--- src/rtl/bit_serializer_pkg.sv ---
// Shared definitions for the serializer and the sequence-detector blocks that
// consume its bit stream.
package bit_serializer_pkg;

  // Default maximum word length in bits.
  localparam int DEFAULT_WIDTH = 16;

  // Serializer FSM state encoding, kept as plain constants so older blocks
  // that compare raw state codes keep working.
  typedef logic [1:0] ser_state_t;

  localparam ser_state_t ST_IDLE  = 2'd0;
  localparam ser_state_t ST_SHIFT = 2'd1;
  localparam ser_state_t ST_LAST  = 2'd2;

endpackage : bit_serializer_pkg

--- src/rtl/bit_serializer.sv ---
// MSB-first word serializer. A word of 1..WIDTH bits is captured left-aligned
// and shifted out one bit per enabled cycle. Back-to-back words run without a
// gap: a new load is accepted in the cycle that presents the last bit.
module bit_serializer
  import bit_serializer_pkg::*;
#(
  parameter int WIDTH = DEFAULT_WIDTH
) (
  input  logic                     clk,
  input  logic                     rst,
  input  logic                     load,
  input  logic [WIDTH-1:0]         data,
  input  logic [$clog2(WIDTH):0]   len,
  input  logic                     en,
  output logic                     ready,
  output logic                     in_bit,
  output logic                     bit_valid,
  output logic                     done,
  output logic                     err
);

  localparam int LW = $clog2(WIDTH) + 1;
  localparam logic [LW-1:0] WIDTH_L = LW'(WIDTH);

  ser_state_t       state_q, state_d;
  logic [WIDTH-1:0] shreg_q, shreg_d;
  logic [LW-1:0]    cnt_q,   cnt_d;
  logic             done_q,  done_d;
  logic             err_q,   err_d;

  logic len_ok;
  logic accept;
  logic reject;
  logic consume;

  // Handshake decode: a load is only looked at while ready is high.
  always_comb begin
    len_ok  = (len != '0) && (len <= WIDTH_L);
    accept  = load && ready && len_ok;
    reject  = load && ready && !len_ok;
    consume = en && (state_q != ST_IDLE);
  end

  // Next-state logic for the FSM, shift register and remaining-bit counter.
  always_comb begin
    // NOTE: every target gets a default before any branch, so no path leaves
    // a variable unassigned and no latch is inferred.
    state_d = state_q;
    shreg_d = shreg_q;
    cnt_d   = cnt_q;
    done_d  = 1'b0;
    err_d   = reject;

    if (accept) begin
      // Left-align so data[len-1] lands in the MSB; bits above len-1 fall off.
      shreg_d = data << (WIDTH_L - len);
      cnt_d   = len;
      state_d = (len == LW'(1)) ? ST_LAST : ST_SHIFT;
      // A load taken in LAST replaces the final bit, so that bit is consumed
      // on this edge and the word still completes.
      done_d  = (state_q == ST_LAST);
    end else if (consume) begin
      shreg_d = shreg_q << 1;
      cnt_d   = cnt_q - LW'(1);
      case (state_q)
        ST_SHIFT: if (cnt_q == LW'(2)) state_d = ST_LAST;
        ST_LAST: begin
          state_d = ST_IDLE;
          done_d  = 1'b1;
        end
        default: state_d = ST_IDLE;
      endcase
    end
  end

  // State registers with synchronous reset; reset aborts any word in flight.
  always_ff @(posedge clk) begin
    // NOTE: the shift register and counter are reset too, because in_bit and
    // the count must read as zero straight out of reset.
    if (rst) begin
      state_q <= ST_IDLE;
      shreg_q <= '0;
      cnt_q   <= '0;
      done_q  <= 1'b0;
      err_q   <= 1'b0;
    end else begin
      // NOTE: non-blocking assignments here so every register samples the
      // values computed before this edge, independent of statement order.
      state_q <= state_d;
      shreg_q <= shreg_d;
      cnt_q   <= cnt_d;
      done_q  <= done_d;
      err_q   <= err_d;
    end
  end

  // Output decode: the serial bit is forced low whenever no payload is present.
  always_comb begin
    ready     = (state_q == ST_IDLE) || (state_q == ST_LAST);
    bit_valid = (state_q != ST_IDLE);
    in_bit    = bit_valid && shreg_q[WIDTH-1];
    done      = done_q;
    err       = err_q;
  end

endmodule : bit_serializer

--- config.mk ---
export PLATFORM = sky130hd
export DESIGN_NAME = bit_serializer
export DESIGN_NICKNAME = d
export VERILOG_FILES = /design/src/rtl/bit_serializer_pkg.sv /design/src/rtl/bit_serializer.sv
export SDC_FILE = /design/constraint.sdc
export NUM_CORES = 1
export LEC_CHECK = 0
export BUFFER_PORTS_ARGS = -buffer_cell sky130_fd_sc_hd__buf_2
export CORE_ASPECT_RATIO = 1.2
export CORE_MARGIN = 2
export CORE_UTILIZATION = 45
export CTS_CLUSTER_SIZE = 28
export DETAILED_ROUTE_END_ITERATION = 10
export PLACE_DENSITY_LB_ADDON = 0.08
export SYNTH_ARGS = -nofsm -noshare
export SYNTH_HDL_FRONTEND = slang
export SYNTH_SLANG_ARGS = --single-unit
export TNS_END_PERCENT = 5
--- constraint.sdc ---
create_clock -name clk -period 2.7 [get_ports clk]
set_input_delay 0.27 -clock clk [delete_from_list [all_inputs] [get_ports clk]]
set_output_delay 0.27 -clock clk [all_outputs]
set_load 0.02 [all_outputs]
======== Word level (Yosys, flattened, before mapping) ========
Index checks and enable logic that the tools add are counted.
word-level totals
  flip-flop bits (word level) ............. 25
  bits in latches ......................... 0
  RAM bits ................................ 0
  bits in read-only memories .............. 0
  input bits .............................. 25
  output and inout port bits .............. 5
  word-level logic and storage cells ...... 39
  memories ................................ 0
operators by class
  add/subtract/negate cells ............... 2
  $mul .................................... 0
  divide/modulo/power cells ............... 0
  magnitude comparators ................... 1
  eq/ne operators ......................... 5
  shift operators ......................... 1
  multiplexer cells ....................... 12
  bitwise logic cells ..................... 0
  reduce and logical (&&, ||, !) cells .... 13
operators by type and width
  kind                                                                   count
  16-bit 2-to-1 mux                                                      2
  16-bit by 5-bit left shift with 16-bit output                          1
  2-bit 2-to-1 mux                                                       5
  5-bit 2-to-1 mux                                                       2
  1-bit logical AND                                                      6
  5-bit by 1-bit equality test with 1-bit output, second input constant  1
  5-bit by 2-bit equality test with 1-bit output, second input constant  1
  5-bit <= comparator, second input constant                             1
  5-bit nonzero test                                                     1
  5-bit by 1-bit subtractor with 5-bit output, second input constant     1
  5-bit subtractor, first input constant                                 1
  2-bit nonzero test                                                     2
  1-bit 2-to-1 mux                                                       3
  3-bit != test, second input constant                                   1
  2-bit by 1-bit equality test with 1-bit output, second input constant  1
  2-bit equality test, second input constant                             1
  2-bit logical NOT                                                      1
  2-bit AND reduction                                                    1
  1-bit logical NOT                                                      1
  1-bit logical OR                                                       1

======== Longest topological paths before layout ========
  word-level depth ........................ 6
  gate-level depth with buffers ........... 11

======== Worst setup path after synthesis ========
No wires, ideal clock.
  path type ............................... in2reg
  start ................................... input port len[0]
  end ..................................... register shreg_q[15]
  data arrival time ....................... 2.196 ns
  setup slack ............................. 0.425 ns
  cell stages on the path ................. 9
  buffers on the path ..................... 3
  cells stage by stage .................... buf_4 > buf_4 > inv_1 > ha_1 > buf_2 > xor2_2 > mux4_2 > or3_1 > o211ai_1
between the ends
  longest elaborated chain between the ends .. 4
  elaborated cells on any way between the ends .. 8
ends and longest elaborated chain
  element                                                                   line                  source
  start: declaration                                                        bit_serializer.sv:13  input logic [$clog2(WIDTH):0] len,
  parallel branches: the longest is 4 deep, another holds 5-bit subtractor  -
  end signal: assignment                                                    bit_serializer.sv:90  shreg_q <= shreg_d;
  end: declaration                                                          bit_serializer.sv:26  logic [WIDTH-1:0] shreg_q, shreg_d;
Several ways; the timed one is not identified.
A chain may end at the register's enable or synchronous reset.

======== Worst setup path in the final report ========
  start ................................... input port len[1]
  end ..................................... register shreg_q[9]
Same word-level chain as after synthesis.

==> impl_summary.txt <==
----------------------------------------------------
[Global route]
  Maximum number of pins on one net before global-route repair ... 24
  Initial antenna violation count ... 0
  Met3 capacity usage during global routing ... under 10%
  Via count of the first global-routing pass ... ~1800
  Routing usage on met2 ... between 30% and 40%
  Met1 track demand over resource in global routing ... ~28%
  Layer with the highest usage ... met2
  GRT Residual Overflow ... 0
  First-pass GRT wire length ... 8.44 mm
  Total global-route track usage ... between 20% and 30%

[Synth]
  Leading area contributor after synthesis ... sky130_fd_sc_hd__dfxtp_1
  Number of storage elements in the synthesis netlist ... 25
  Largest cells by area after synthesis ... sky130_fd_sc_hd__dfxtp_1, sky130_fd_sc_hd__mux4_2, sky130_fd_sc_hd__mux2i_1
  Register area share after synthesis ... approximately a quarter
  Synth Area in Compound Gates ... approximately a fifth
  Xor and xnor fraction of the mapped netlist area ... under 10%
  Syn_area_per_cell ... 8.76 µm²
  Top-area cell type share of the netlist area ... around a quarter
  Number of enable-type register cells in the synthesized netlist ... 0
  Adder and majority cell fraction of the synthesized area ... 2.50%
  Fraction of the mapped netlist area in simple logic gates ... 22.1%
  Netlist Area Pre-Place ... 2010 µm²
  Synth Instances ... roughly 230
  Number of warnings reported in the yosys synthesis log ... 0
  Post-synth top flop ... sky130_fd_sc_hd__dfxtp_1
  Post-synth net total ... between 200 and 300
  Count of cell types in the netlist ... 56
  Mux cell area share after synthesis ... 20.9%
  Fraction of registers with async set/reset ... 0%
  Dominant combinational cell family by area after synthesis ... simple AND/OR/NAND/NOR gates

[Die]
  IO Pins ... 30
  Die span in y ... between 70 and 80 µm
  Initial Util ... 47.1%
  DIE AREA ... 5010 µm²
  Total core area ... 4260 µm²
  Width of the die ... 64.9 µm
  Row count ... 26

[Power]
  Power density over the cells ... roughly 440 nW/µm²
  Clock network fraction of design power ... 22.9%
  Switching Power ... 0.332 mW
  Cell internal power dissipation ... roughly 0.65 mW
  Proportion of power drawn by combinational gates ... 34.5%
  Seq pwr share ... between 40% and 50%
  Largest vdd supply drop ... 0.189 mV
  Switch share ... 33.6%
  Leakage power ... 0.900 nW

[Clock network]
  Clock-pin slew on the worst setup and hold paths ... 0.08 ns
  Clock latency reported for the late side of the worst-skew pair ... 0.28 ns
  Cts bufs inserted ... 3
  Post-CTS Repair Setup Buffers ... 0
  Number of H-tree levels ... 1
  Number of clock sinks ... 25
  Maximum clock insertion buffer count ... 2
  Clock tree from TritonCTS ... built
  Library cell used as clock root buffer ... sky130_fd_sc_hd__clkbuf_8
  Post-CTS resize count ... 0
  CTS Hold Buffers Added ... 0

[Timing]
  Number of pins with negative max-slew slack in the final report ... 0
  Max_slew headroom ... about two fifths
  Setup-violating endpoint count in the final report ... 0
  Sum of negative setup slack ... 0 ns
  Part of the cycle the worst path needs ... between 70% and 80%
  Fmax ... 492 MHz
  Setup repair after global routing missed its margin ... no
  Number of hold-slack violations in the final timing report ... 0
  Slew at the pin closest to its max-slew limit ... approximately 0.89 ns
  Worst clock skew on the final layout ... 0.00909 ns
  Min Tclk post-route ... between 2 and 2.5 ns

[Routing]
  Number of nets still failing antenna checks after routing ... 0
  Count of unresolved DRC violations after routing ... 0
  Total number of vias ... around 1800
  Total Routed Length ... approximately 4.7 mm
  Pre-antenna DRT Iters ... 4
  Via count normalized by instance count ... around 5.7
  DR iter-0 viols ... 77
  DR WL/cell ... approximately 15 µm

[Worst hold path]
  Hold crit path type ... input pin to flop
  Hold path startpoint ... len[1]
  Hold Path Depth ... 3
  Hold-critical path endpoint ... cnt_q[1]$_SDFFE_PP0P_

[Setup path]
  Crit path DAT ... roughly 2.2 ns
  Largest driver fanout on the critical path ... 11
  Slowest cell delay on critical path ... 0.73 ns
  Reg2Reg Setup Slack ... between 0.8 and 0.9 ns
  Nature of the critical path startpoint ... input pin
  Buffering stage count on the worst path with inverters included ... 2
  Crit path max-delay cell type ... sky130_fd_sc_hd__o21ai_1
  Crit path kind ... input pin to flop
  Cell class contributing the biggest share of worst-path delay ... compound AO/OA/AOI/OAI gates
  List of cells traversed by the critical path ... buf_2 > inv_1 > ha_1 > or4b_4 > o311ai_1 > o21ai_1 > nor2_1 > a311oi_1
  Worst R2R End ... shreg_q[11]$_SDFFE_PP0P_
  Startpoint of the lowest-slack register-to-register path ... state_q[0]$_SDFFE_PP0P_
  Critical Path Sink Type ... flop
  Cell count of the worst reg-to-reg path ... 6
  Critical path required time ... between 2 and 3 ns
  CP Launch Point ... len[1]

[Placement]
  Post-detailed-placement half-perimeter wirelength ... 3.75 mm
  Cell Area, Placed ... ~2200 µm²
  Total of buffers placed on input and output ports ... 29
  GPL Wtd Cong ... roughly 0.84

[Final layout]
  Fraction of final layout cells with drive strength greater than 1 ... between 20% and 30%
  Antenna diode count ... 0
  Number of inserted filler cells in the final layout ... around 460
  Leading cell types in the layout, fill and taps excluded ... sky130_fd_sc_hd__buf_2, sky130_fd_sc_hd__nand2_1, sky130_fd_sc_hd__nor2_1
  Relative area change from synthesis to final layout ... 11.0%
  Leading cell type in the layout, fill and taps excluded ... sky130_fd_sc_hd__buf_2
  NumNets Final ... 285
  Design Area, Final ... 2230 µm²

[Job]
  Max-capacitance violation count ... 0

[Run status]
  Status ... completed

----------------------------------------------------
[worst reg2reg max path, delay by kind of cell, from the launching register on]
| kind | cells | cell delay (ns) |
|---|---|---|
| AOI/OAI and AO/OA | 2 | 0.42 |
| DFF | 1 | 0.38 |
| and+or+nand+nor | 3 | 0.65 |
| buffers and inverters | 1 | 0.24 |
[registers in the layout (all words and copies together), names as in the netlist]
name     count
shreg_q     16
cnt_q        5
done         1
state_q      2
err          1
[cells by family after synthesis]
kind of cell	after synthesis
and+or+nand+nor	89
buffers and inverters	23
DFF	25
muxes	30
xor gates and xnor gates	7
adders and majority gates	4
AOI/OAI and AO/OA	51
[power by group through the flow]
stage / combinational, mW / clock (mW) / sequential, mW
after floorplan: 0.259 / 0 / 0.424
after global placement: 0.342 / 0 / 0.428
after detailed placement: 0.341 / 0 / 0.428
after CTS: 0.342 / 0.229 / 0.420
after global routing: 0.382 / 0.246 / 0.425
final: 0.340 / 0.226 / 0.420
[worst max-delay path by stage]
stage	to	slack (ns)	cells after the start
final	shreg_q[9]$_SDFFE_PP0P_	0.67	8
after floorplan	shreg_q[15]$_SDFFE_PP0P_	0.42	9
after detailed placement	shreg_q[9]$_SDFFE_PP0P_	0.40	8
after global placement	shreg_q[10]$_SDFFE_PP0P_	0.46	8
after global routing	shreg_q[6]$_SDFFE_PP0P_	0.46	8
after CTS	shreg_q[9]$_SDFFE_PP0P_	0.69	8
[stage by stage]
| step | hold WS [ns] | cells | total power [mW] | utilization, % | setup slack, ns |
|---|---|---|---|---|---|
| final | 0.301 | 311 | 0.986 | 52.2 | 0.668 |
| after floorplan | 0.406 | 229 | 0.683 | - | 0.425 |
| after global routing | 0.324 | 311 | 1.05 | 52.2 | 0.463 |
| after CTS | 0.299 | 311 | 0.992 | 52.2 | 0.687 |
| after detailed placement | 0.481 | 307 | 0.770 | 51.1 | 0.402 |
| after global placement | 0.484 | 307 | 0.770 | 51.1 | 0.461 |
[per-layer routing]
metal | wire length [µm] | vias up | share of wire (%)
met1 | 2160 | 832 | 46
met3 | 103 | 7 | 2.2
met4 | 78 | 0 | 1.6
li1 | - | 900 | -
met5 | 0 | - | 0
met2 | 2390 | 28 | 51
[synthesized netlist by cell type, types with 3 or more instances]
library cell	n
sky130_fd_sc_hd__a311oi_1	3
sky130_fd_sc_hd__nor2_1	27
sky130_fd_sc_hd__a21oi_1	6
sky130_fd_sc_hd__o21ai_0	4
sky130_fd_sc_hd__o21ai_1	8
sky130_fd_sc_hd__nand2_1	27
sky130_fd_sc_hd__clkbuf_1	3
sky130_fd_sc_hd__mux2i_1	16
sky130_fd_sc_hd__a211oi_2	3
sky130_fd_sc_hd__nor3_1	5
sky130_fd_sc_hd__inv_1	8
sky130_fd_sc_hd__buf_2	6
sky130_fd_sc_hd__a211oi_1	4
sky130_fd_sc_hd__mux4_2	9
sky130_fd_sc_hd__ha_1	4
sky130_fd_sc_hd__mux2_2	5
sky130_fd_sc_hd__dfxtp_1	25
sky130_fd_sc_hd__or3_1	3
sky130_fd_sc_hd__buf_4	3
sky130_fd_sc_hd__o22ai_1	3
sky130_fd_sc_hd__xnor2_1	5
sky130_fd_sc_hd__nand3_1	6
sky130_fd_sc_hd__nand2b_1	4
[final cells by class]
class | count | area (µm²) | area share [%]
Timing Repair Buffer | 37 | 205 | 9.22
Inverter | 8 | 30.0 | 1.35
Sequential cell | 25 | 500 | 22.5
Clock inverter | 1 | 5.00 | 0.225
Multi-Input combinational cell | 181 | 1370 | 61.7
Tap cell | 56 | 70.1 | 3.15
Clock buffer | 3 | 41.3 | 1.85
No activity file was read; power rests on OpenSTA's default activity.
